**src/rtl/cn_rst_seq_ctrl.sv**
```systemverilog
// Cold/warm reset and BIST sequencer for one controlled unit.
// Define CN_RST_SEQ_TIMEOUT_EN to enable the BIST watchdog (BIST_TO cycles).
module cn_rst_seq_ctrl #(
  parameter int DCOK_DLY = 16,
  parameter int RST_DLY  = 32,
  parameter int CLR_LEN  = 4,
  parameter int BIST_TO  = 1024,
  parameter int CNT_W    = 16
) (
  input  logic       clk,
  input  logic       rst_n,
  input  logic       go,
  input  logic       skip_bist,
  input  logic       warm_rst_req,
  input  logic       bist_complete,
  output logic       dut_dcok,
  output logic       dut_rst_n,
  output logic       start_bist,
  output logic       clear_bist,
  output logic       busy,
  output logic       done,
  output logic       bist_timeout,
  output logic [2:0] state
);

  typedef enum logic [2:0] {
    S_IDLE     = 3'd0,
    S_PWR_WAIT = 3'd1,
    S_RST_WAIT = 3'd2,
    S_BIST_RUN = 3'd3,
    S_BIST_CLR = 3'd4,
    S_READY    = 3'd5
  } state_t;

  // Counter is loaded with N-1 so the exit edge lands exactly N cycles after entry.
  localparam logic [CNT_W-1:0] DCOK_LD = CNT_W'(DCOK_DLY - 1);
  localparam logic [CNT_W-1:0] RST_LD  = CNT_W'(RST_DLY - 1);
  localparam logic [CNT_W-1:0] CLR_LD  = CNT_W'(CLR_LEN - 1);
  localparam logic [CNT_W-1:0] BIST_LD = CNT_W'(BIST_TO - 1);

  state_t           state_q, state_nxt;
  logic [CNT_W-1:0] cnt_q, cnt_nxt;
  logic             skip_q, skip_nxt;
  logic             start_nxt;
  logic             to_nxt;

  always_comb begin
    state_nxt = state_q;
    cnt_nxt   = cnt_q;
    skip_nxt  = skip_q;
    start_nxt = 1'b0;
    to_nxt    = bist_timeout;
    if (cnt_q != '0) cnt_nxt = cnt_q - CNT_W'(1);
    case (state_q)
      S_IDLE: begin
        if (go) begin
          state_nxt = S_PWR_WAIT;
          cnt_nxt   = DCOK_LD;
          skip_nxt  = skip_bist;
          to_nxt    = 1'b0;
        end
      end
      S_PWR_WAIT: begin
        if (cnt_q == '0) begin
          state_nxt = S_RST_WAIT;
          cnt_nxt   = RST_LD;
        end
      end
      S_RST_WAIT: begin
        if (cnt_q == '0) state_nxt = skip_q ? S_READY : S_BIST_RUN;
      end
      // The first BIST_RUN cycle is a settle cycle; completion counts only once start_bist is up.
      S_BIST_RUN: begin
        if (!start_bist) begin
          start_nxt = 1'b1;
          cnt_nxt   = BIST_LD;
        end else if (bist_complete) begin
          state_nxt = S_BIST_CLR;
          cnt_nxt   = CLR_LD;
`ifdef CN_RST_SEQ_TIMEOUT_EN
        end else if (cnt_q == '0) begin
          state_nxt = S_BIST_CLR;
          cnt_nxt   = CLR_LD;
          to_nxt    = 1'b1;
`endif
        end else begin
          start_nxt = 1'b1;
        end
      end
      S_BIST_CLR: begin
        if (cnt_q == '0) state_nxt = S_READY;
      end
      S_READY: begin
        state_nxt = S_READY;
      end
      default: begin
        state_nxt = S_IDLE;
      end
    endcase
    if (warm_rst_req && (state_q inside {S_RST_WAIT, S_BIST_RUN, S_BIST_CLR, S_READY})) begin
      state_nxt = S_RST_WAIT;
      cnt_nxt   = RST_LD;
      start_nxt = 1'b0;
    end
  end

  // Unit-facing levels are decoded from the next state so every output is a flop.
  always_ff @(posedge clk or negedge rst_n) begin
    if (!rst_n) begin
      state_q    <= S_IDLE;
      cnt_q      <= '0;
      skip_q     <= 1'b0;
      dut_dcok   <= 1'b0;
      dut_rst_n  <= 1'b0;
      start_bist <= 1'b0;
      clear_bist <= 1'b0;
      busy       <= 1'b0;
      done       <= 1'b0;
    end else begin
      state_q    <= state_nxt;
      cnt_q      <= cnt_nxt;
      skip_q     <= skip_nxt;
      dut_dcok   <= state_nxt inside {S_RST_WAIT, S_BIST_RUN, S_BIST_CLR, S_READY};
      dut_rst_n  <= state_nxt inside {S_BIST_RUN, S_BIST_CLR, S_READY};
      start_bist <= start_nxt;
      clear_bist <= (state_nxt == S_BIST_CLR);
      busy       <= state_nxt inside {S_PWR_WAIT, S_RST_WAIT, S_BIST_RUN, S_BIST_CLR};
      done       <= (state_nxt == S_READY);
    end
  end

`ifdef CN_RST_SEQ_TIMEOUT_EN
  always_ff @(posedge clk or negedge rst_n) begin
    if (!rst_n) bist_timeout <= 1'b0;
    else        bist_timeout <= to_nxt;
  end
`else
  assign bist_timeout = 1'b0;
`endif

  assign state = state_q;

endmodule
```
**config.mk**
```make
export PLATFORM = sky130hd
export DESIGN_NAME = cn_rst_seq_ctrl
export DESIGN_NICKNAME = d
export VERILOG_FILES = /design/src/rtl/cn_rst_seq_ctrl.sv
export SDC_FILE = /design/constraint.sdc
export NUM_CORES = 1
export LEC_CHECK = 0
export ABC_AREA = 1
export CAP_MARGIN = 20
export CORE_ASPECT_RATIO = 0.8
export CORE_MARGIN = 2
export CORE_UTILIZATION = 51
export CTS_BUF_LIST = sky130_fd_sc_hd__clkbuf_16
export CTS_CLUSTER_DIAMETER = 80
export DETAILED_ROUTE_END_ITERATION = 8
export GPL_TIMING_DRIVEN = 0
export PLACE_DENSITY = 0.75
export SETUP_SLACK_MARGIN = 0.15
export SYNTH_ARGS = -nofsm -noshare
export SYNTH_HDL_FRONTEND = slang
export SYNTH_SLANG_ARGS = --single-unit
export TNS_END_PERCENT = 5
```
**constraint.sdc**
```tcl
create_clock -name clk -period 1.7 [get_ports clk]
set_input_delay 0.34 -clock clk [delete_from_list [all_inputs] [get_ports clk]]
set_output_delay 0.34 -clock clk [all_outputs]
set_load 0.05 [all_outputs]
```
==> reports/metrics.csv, run 1 <==
metric;value;unit
status;finished with violations;
violations;setup timing;
path_depth;8;
rsz0062_at_grt;true;
rows;18;
worst_slack;-17.1;ps
fp.dieW;67.6;um
drv_slew;0;
final_common_cell;nand2_1;
dieHeight;54.9;um
crit_buf_inv;1;
powerDensity;1610;nW/um2
worstSetupPathType;flop to flop;
critPathMaxFanout;5;
start_util;0.535;
synth_fa_ha_area_frac;0.0303;
drtPass1Iterations;6;
ys_ff_latch;26;
synth-simple-area-share;0.330;
clkPwrFrac;0.201;
internal_power;1850;uW
cp-start-kind;flop;
ant_nets;0;
vias;1436;
avgViaCountPerCell;5.36;
grt_overflow_total;0;
cts_buffers;3;
clock.fmax;582;MHz
io_pins;16;
startpoint;cnt_q[1];
seq_area_frac_synth;0.394;
place_hpwl;2880;um
ir_drop;1020;uV
fp.coreArea;3090;um2
fin_crit_sh;1.01;
seq_power_share;0.309;
grtUsageMet1;0.296;
synth_top_family_by_area;simple AND/OR/NAND/NOR gates;
first_iter_violations;133;
drc;0;
busiest_layer;met2;
synth_mux_area_frac;0;
timing.rr.start;cnt_q[1];
synth_cell_type_count;35;
synth_edf_count;0;
worstPathCellList;inv_2 > ha_4 > nand3_1 > nor2_1 > nand3_1 > ha_1 > o31ai_1 > o221ai_1;
final_core_util;0.682;
synth_area;1650;um2
path_clk_slew;70;ps
grt_pass1_vias;1368;
dieArea;3710;um2
leakagePower;0.000990;uW
cts.sinks;26;
cts_max_level;1;
cts_tree;yes;
use_met3;0.0556;
maxSlewHeadroom;0.585;
grt_max_degree;16;
nets;239;
ys_warn_count;0;
layout_common_cells;28 x nand2_1, 22 x inv_1, 21 x nor2_1;
post_drt_wl_per_cell;14.6;um
setup_viol;1;
crit_slowest_cell;dfrtp_1;
ys.flop_type;dfrtp_1;
synth_area_per_cell;8.05;um2
gr-usage-all-layers;0.233;
grt_pass1_wl;6200;um
max_stage_delay;420;ps
required;1820;ps
reg2reg_slack;-20;ps
critPathCaptureType;flop;
combPwrFrac;0.491;
synthArstFlopShare;1.00;
skew;1.65;ps
dp_slack;-196;ps
root_buffer;clkbuf_16;
timing.critical_path.mode_cell;nand3_1;
synthXorXnorAreaFrac;0.0637;
hp-class;input pin to asynchronous set/reset pin;
wirelength;3920;um
crit_family;adder cells;
maxCapViolCount;0;
endpoint;cnt_q[0];
hold_viol_final;0;
p_switching;1550;uW
layout-drive-gt1-share;0.303;
period_needed;1720;ps
gp_congestion;0.890;
synthToLayoutAreaGrowth;27.5;%
worstMarginPinSlew;620;ps
worstSkewPairLatency;260;ps
port_buffers;14;
arrival;1830;ps
antenna_found_initial;0;
synth_compound_area_frac;0.105;
synth_fp_nets;215;
use_met2;0.402;
timing.rr.end;cnt_q[0];
swShare;0.456;
synth_cells;205;
n_antenna_cell;0;
clock_path_buffers;2;
holdBufCountCts;0;
rr_worst_depth;8;
cells in the mapped netlist (4+ instances only):
cell,instances,share of area
nand4_1,4,0.015
nor3_1,6,0.018
dfrtp_1,26,0.39
nand3_2,4,0.024
xnor2_1,4,0.021
nand2_2,8,0.030
nor2_2,5,0.019
nor2_1,29,0.066
nand3_1,11,0.033
ha_1,4,0.030
nor2_4,4,0.027
nand2_1,29,0.066
inv_1,28,0.064
a21oi_1,8,0.024
xor2_1,8,0.042
how the worst min path moves through the flow:
stage | start | end | slack, ps | cells after the start
2_1_floorplan | rst_n | busy | 40 | 0
3_3_place_gp | skip_q | skip_q | 540 | 2
3_5_place_dp | skip_q | skip_q | 540 | 2
4_1_cts | rst_n | cnt_q[11] | 490 | 1
5_1_grt | rst_n | cnt_q[13] | 520 | 1
6_report | rst_n | cnt_q[11] | 470 | 1
cell families (layout without fill, tap and decap cells):
group           after synthesis  after routing
fa+ha+maj                     4              4
buf+inv                      32             55
simple gates                106            106
other cells                   1              1
xor+xnor                     12             12
compound gates               24             24
flops                        26             26
what timing repair did:
item	4_1_cts	5_1_grt
gates resized for setup	23	15
setup endpoints to repair	29	25
pin swaps	5	4
endpoints found under the hold margin	0	0
buffers inserted	0	4
sequential cells by signal, indices dropped and copies added, names as in the netlist:
name,cells
skip_q,1
cnt_q,16
state,3
dut_dcok,1
start_bist,1
done,1
clear_bist,1
dut_rst_n,1
busy,1
routing by layer:
layer  vias up  share of wire
met5         -              0
met4         0          0.013
met3         6          0.050
met2        45           0.50
met1       673           0.44
li1        712              -
power groups by stage:
stage               Clock [uW]  Combinational [uW]  Sequential [uW]
global placement             0                1500             1020
detailed placement           0                1560             1030
finish                     682                1670             1050
floorplan                    0                1010             1170
global route               724                1830             1070
CTS                        695                1580             1030
through the flow:
| step | hold slack, ps | cell area, um2 | total power, uW | instances | TNS, ps |
|---|---|---|---|---|---|
| floorplan | 44.4 | 1700 | 2180 | 205 | 0 |
| global placement | 543 | 1890 | 2520 | 259 | -1870 |
| detailed placement | 540 | 1910 | 2580 | 260 | -1140 |
| CTS | 491 | 2050 | 3310 | 264 | -26.9 |
| global route | 519 | 2100 | 3620 | 268 | -843 |
| finish | 470 | 2100 | 3400 | 268 | -17.1 |
cell type report:
| type | instances | area (um2) |
|---|---|---|
| plain buffers | 1 | 7.51 |
| clock buffers | 3 | 75.1 |
| clock inverters | 1 | 30.0 |
| fillers | 229 | 981 |
| inverters | 31 | 119 |
| multi-input cells | 147 | 992 |
| flip-flops and latches | 26 | 661 |
| well taps | 40 | 50.0 |
| repair buffers | 19 | 170 |
worst reg2reg max path: cells and delay by family (launching register included):
family	cells	cell delay (ps)
flip-flops	1	420
buffers and inverters	1	80
AND/OR/NAND/NOR	3	260
AO/OA/AOI/OAI	2	360
adder cells (fa/ha/maj)	2	470
Power figures use the tool's default switching activity.
==> inputs of run 2 (changes only) <==
Settings changed: CORE_UTILIZATION 51 to 30, PLACE_DENSITY 0.75 to 0.54.
==> reports/metrics.csv, run 2 (synthesis gave the netlist of run 1 again) <==
metric;value;unit;change
status;finished with violations;;
violations;setup timing;;
io_pins;16;;unchanged
grt_max_degree;16;;unchanged
place_hpwl;3050;um;+5.6%
fp.coreArea;5380;um2;+74%
largest_register_ffs;16;;unchanged
setup_viol;1;;unchanged
maxCapViolCount;0;;unchanged
dieHeight;70.3;um;+28%
avgViaCountPerCell;4.70;;-12%
wirelength;4200;um;+7.4%
leakagePower;0.00105;uW;+6.4%
drtPass1Iterations;4;;-2
period_needed;1710;ps;-10.8 ps
rsz0062_at_grt;true;;
port_buffers;14;;unchanged
synthToLayoutAreaGrowth;38.6;%;
skew;1.50;ps;-0.146 ps
worstSkewPairLatency;260;ps;about the same
cts_tree;yes;;
holdBufCountCts;0;;unchanged
critPathMaxFanout;4;;-1
critPathCaptureType;flop;;
fillers;540;;+140%
rows;24;;+6
nets;251;;+5.0%
regMostFlops;cnt_q;;
rr_worst_depth;8;;unchanged
clock_path_buffers;2;;unchanged
post_drt_wl_per_cell;13.8;um;-5.7%
n_antenna_cell;0;;unchanged
first_iter_violations;81;;-39%
dieArea;6110;um2;+65%
final_area;2290;um2;+8.7%
hold_viol_final;0;;unchanged
root_buffer;clkbuf_16;;
drv_slew;0;;unchanged
arrival;1840;ps;about the same
gp_congestion;0.810;;-9.0%
layout_common_cells;24 x nand2_1, 23 x inv_1, 22 x nor2_1;;
fin_cells;305;;+14%
vias;1432;;-0.28%
cts.sinks;26;;unchanged
ir_drop;579;uV;-43%
required;1830;ps;about the same
postPlaceCellArea;1940;um2;+1.6%
worst_slack;-6.32;ps;+10.8 ps
drc;0;;unchanged
gr-usage-all-layers;0.139;;-0.0941
place_inst;285;;+9.6%
clock.fmax;586;MHz;+0.63%
worstSetupPathType;flop to flop;;
maxSlewHeadroom;0.558;;-0.0269
cp-start-kind;flop;;
antenna_found_initial;0;;unchanged
start_util;0.307;;-0.228
ant_nets;0;;unchanged
path_clk_slew;70;ps;about the same
grt_overflow_total;0;;unchanged
fin_crit_sh;1.00;;-0.00633
final_common_cell;nand2_1;;
grt_pass1_vias;1347;;-1.5%
worstMarginPinSlew;661;ps;+40.3 ps
cts_buffers;3;;unchanged
fp.dieW;86.9;um;+29%
hp-class;input pin to asynchronous set/reset pin;;
grt_pass1_wl;6770;um;+9.2%
cts_max_level;1;;unchanged
powerDensity;1600;nW/um2;-1.0%
layout-drive-gt1-share;0.383;;+0.0807
[run 2: worst paths after layout]
path | start | slack, ps | to
worst max register to register | cnt_q[11] | -6 | cnt_q[0]
min in group clk | skip_q | 560 | skip_q
worst min-delay path | rst_n | 480 | cnt_q[6]
max in group asynchronous | rst_n | 680 | state[0]
worst max-delay path | cnt_q[11] | -6 | cnt_q[0]
worst min register to register | skip_q | 560 | skip_q
[run 2: what timing repair did]
item                                    CTS  global route
gates resized for setup                  19            31
pin swaps                                 2            12
endpoints found under the hold margin     0             0
endpoints found under the setup margin   29            24
setup buffers                             0            16
[run 2: worst max-delay path: stages, from the launching register on]
cell,delay [ps]
dfrtp_2,440
nor2_4,160
buf_4,130
nand2_1,50
nor2_1,130
nand3_2,120
ha_4,240
o31ai_2,170
o221ai_1,120
[run 2: area by class of cell]
| cell class | count | area [um2] | share of cell area |
|---|---|---|---|
| Multi-Input combinational cell | 147 | 1030 | 0.452 |
| Sequential cell | 26 | 667 | 0.292 |
| Timing Repair Buffer | 31 | 273 | 0.119 |
| Inverter | 31 | 119 | 0.0520 |
| Tap cell | 65 | 81.3 | 0.0356 |
| Clock buffer | 3 | 75.1 | 0.0328 |
| Clock inverter | 1 | 30.0 | 0.0131 |
| Buffer | 1 | 7.51 | 0.00328 |
[run 2: per-stage QoR]
step	setup WS [ps]	power (uW)	hold slack, ps	util	TNS (ps)
after detailed placement	-179	2590	521	0.361	-1100
after floorplan	141	2180	44.4	-	0
after CTS	-37.6	3290	517	0.383	-134
final	-6.32	3650	478	0.426	-6.32
after global routing	-159	3910	547	0.426	-1200
after global placement	-339	2570	521	0.358	-5860
[run 2: report_power, final]
group	switching (uW)	internal (uW)
sequential	244	812
combinational	1160	736
clock	236	469
[run 2: layer usage]
layer | global-route usage | share of wire | vias to the layer above
met1 | 0.221 | 0.53 | 679
met4 | 0.0156 | 0.0081 | 0
met2 | 0.200 | 0.44 | 17
met5 | 0 | 0 | -
li1 | - | - | 732
met3 | 0.0248 | 0.021 | 4
==> inputs of run 3 (changes only) <==
Settings changed: GPL_TIMING_DRIVEN 0 to not set.
==> reports/metrics.csv, run 3 (synthesis gave the netlist of run 1 again) <==
metric;value;unit;change
seq_power_share;0.272;;-0.017
worstPathCellList;nor3_1 > nand3_1 > ha_1 > o31ai_1 > o221ai_1;;
start_util;0.307;;unchanged
maxCapViolCount;0;;unchanged
fin_crit_sh;0.991;;-0.0132
leakagePower;0.00112;uW;+6.6%
rows;24;;unchanged
clock_path_buffers;2;;unchanged
rr_worst_depth;5;;-3
clkPwrFrac;0.190;;-0.003
critPathMaxFanout;4;;unchanged
cts_max_level;1;;unchanged
place_inst;313;;+9.8%
fin_cells;321;;+5.2%
holdBufCountCts;0;;unchanged
grt_max_degree;27;;+11
drc;0;;unchanged
avgViaCountPerCell;4.57;;-2.7%
timing.rr.start;cnt_q[7];;
drv_slew;0;;unchanged
io_pins;16;;unchanged
gr-usage-all-layers;0.143;;+0.00340
layout-drive-gt1-share;0.398;;+0.0151
required;1830;ps;about the same
dieArea;6110;um2;unchanged
cts_buffers;3;;unchanged
grt_pass1_vias;1455;;+8.0%
hp-class;input pin to asynchronous set/reset pin;;
dp_slack;-81.3;ps;+97.8 ps
swShare;0.424;;-0.0240
nets;267;;+6.4%
tns;0;ps;+6.32 ps
place_hpwl;3170;um;+4.0%
p_switching;1550;uW;-5.5%
grt_pass1_wl;6950;um;+2.7%
powerDensity;1560;nW/um2;-2.4%
combPwrFrac;0.538;;+0.020
regMostFlops;cnt_q;;
status;completed;;
port_buffers;14;;unchanged
final_common_cell;buf_4;;
timing.rr.end;cnt_q[0];;
path_clk_slew;70;ps;about the same
internal_power;2100;uW;+4.1%
clock.fmax;594;MHz;+1.3%
fp.dieW;86.9;um;unchanged
root_buffer;clkbuf_16;;
worstSetupPathType;flop to flop;;
final_core_util;0.435;;+0.00954
cts.sinks;26;;unchanged
dieHeight;70.3;um;unchanged
period_needed;1680;ps;-22.4 ps
worst_slack;16.1;ps;+22.4 ps
critPathCaptureType;flop;;
vias;1467;;+2.4%
wirelength;4080;um;-3.0%
crit_slowest_cell;dfrtp_2;;
cp-start-kind;flop;;
gp_congestion;0.805;;-0.59%
worstSkewPairLatency;260;ps;about the same
largest_register_ffs;16;;unchanged
antenna_found_initial;0;;unchanged
hold_viol_final;0;;unchanged
grt_overflow_total;0;;unchanged
rsz0062_at_grt;true;;
drtPass1Iterations;4;;unchanged
ir_drop;706;uV;+22%
synthToLayoutAreaGrowth;41.7;%;
max_stage_delay;450;ps;about the same
arrival;1810;ps;-30 ps
skew;5.12;ps;+3.62 ps
setup_viol;0;;-1
fp.coreArea;5380;um2;unchanged
reg2reg_slack;20;ps;+20 ps
post_drt_wl_per_cell;12.7;um;-7.8%
cts_tree;yes;;
layout_common_cells;41 x buf_4, 28 x nand2_1, 25 x inv_1;;
ant_nets;0;;unchanged
n_antenna_cell;0;;unchanged
first_iter_violations;66;;-19%
run 3: changes by cell type in the layout (fill, tap and decap cells not counted), sizes merged:
cell and delta:
dlygate4sd2 -5, clkdlybuf4s15 -4, buf +25
run 3: final cells by class:
class                           instances  area (um2)
Fill cell                             530        3040
Multi-Input combinational cell        147         975
Sequential cell                        26         661
Timing Repair Buffer                   48         398
Inverter                               31         119
Tap cell                               65        81.3
Clock buffer                            3        75.1
Clock inverter                          1        30.0
run 3: through the flow:
| stage | instance area (um2) | hold slack [ps] | total power [uW] |
|---|---|---|---|
| after floorplan | 1700 | 44.4 | 2180 |
| after detailed placement | 2150 | 509 | 2850 |
| final | 2340 | 453 | 3650 |
| after CTS | 2250 | 469 | 3590 |
| after global routing | 2340 | 484 | 3900 |
| after global placement | 2150 | 507 | 2850 |
run 3: timing repair:
action / CTS / global route
pin swaps: 0 / 5
setup endpoints to repair: 22 / 23
gates resized for setup: 1 / 16
gates cloned: 0 / 0
buffers inserted: 0 / 4
run 3: how the worst max path moves through the flow:
| stage | slack, ps | depth (start not counted) | from | end |
|---|---|---|---|---|
| floorplan | 140 | 11 | state[2] | dut_dcok |
| global placement | -60 | 9 | bist_complete | dut_rst_n |
| detailed placement | -80 | 9 | bist_complete | dut_dcok |
| CTS | 10 | 8 | cnt_q[0] | cnt_q[0] |
| global route | -90 | 9 | cnt_q[8] | dut_rst_n |
| finish | 20 | 5 | cnt_q[7] | cnt_q[0] |
run 3: worst max-delay path: cells and delay by family, from the launching register on:
| family | cells | cell delay (ps) |
|---|---|---|
| AND/OR/NAND/NOR | 2 | 470 |
| flip-flops | 1 | 450 |
| AO/OA/AOI/OAI | 2 | 320 |
| adder cells (fa/ha/maj) | 1 | 310 |
run 3: layer usage:
metal / GRT usage / vias to the layer above / routed length [um]
met5: 0 / - / 0
met4: 0.0243 / 0 / 14
met3: 0.0296 / 2 / 171
met2: 0.203 / 23 / 1690
met1: 0.223 / 679 / 2200
li1: - / 763 / -
run 3: power by group through the flow:
| stage | combinational [uW] | sequential (uW) | clock [uW] |
|---|---|---|---|
| after floorplan | 1010 | 1170 | 0 |
| after global placement | 1850 | 1010 | 0 |
| after detailed placement | 1850 | 1010 | 0 |
| after CTS | 1860 | 1000 | 727 |
| after global routing | 2150 | 1020 | 739 |
| final | 1960 | 993 | 691 |
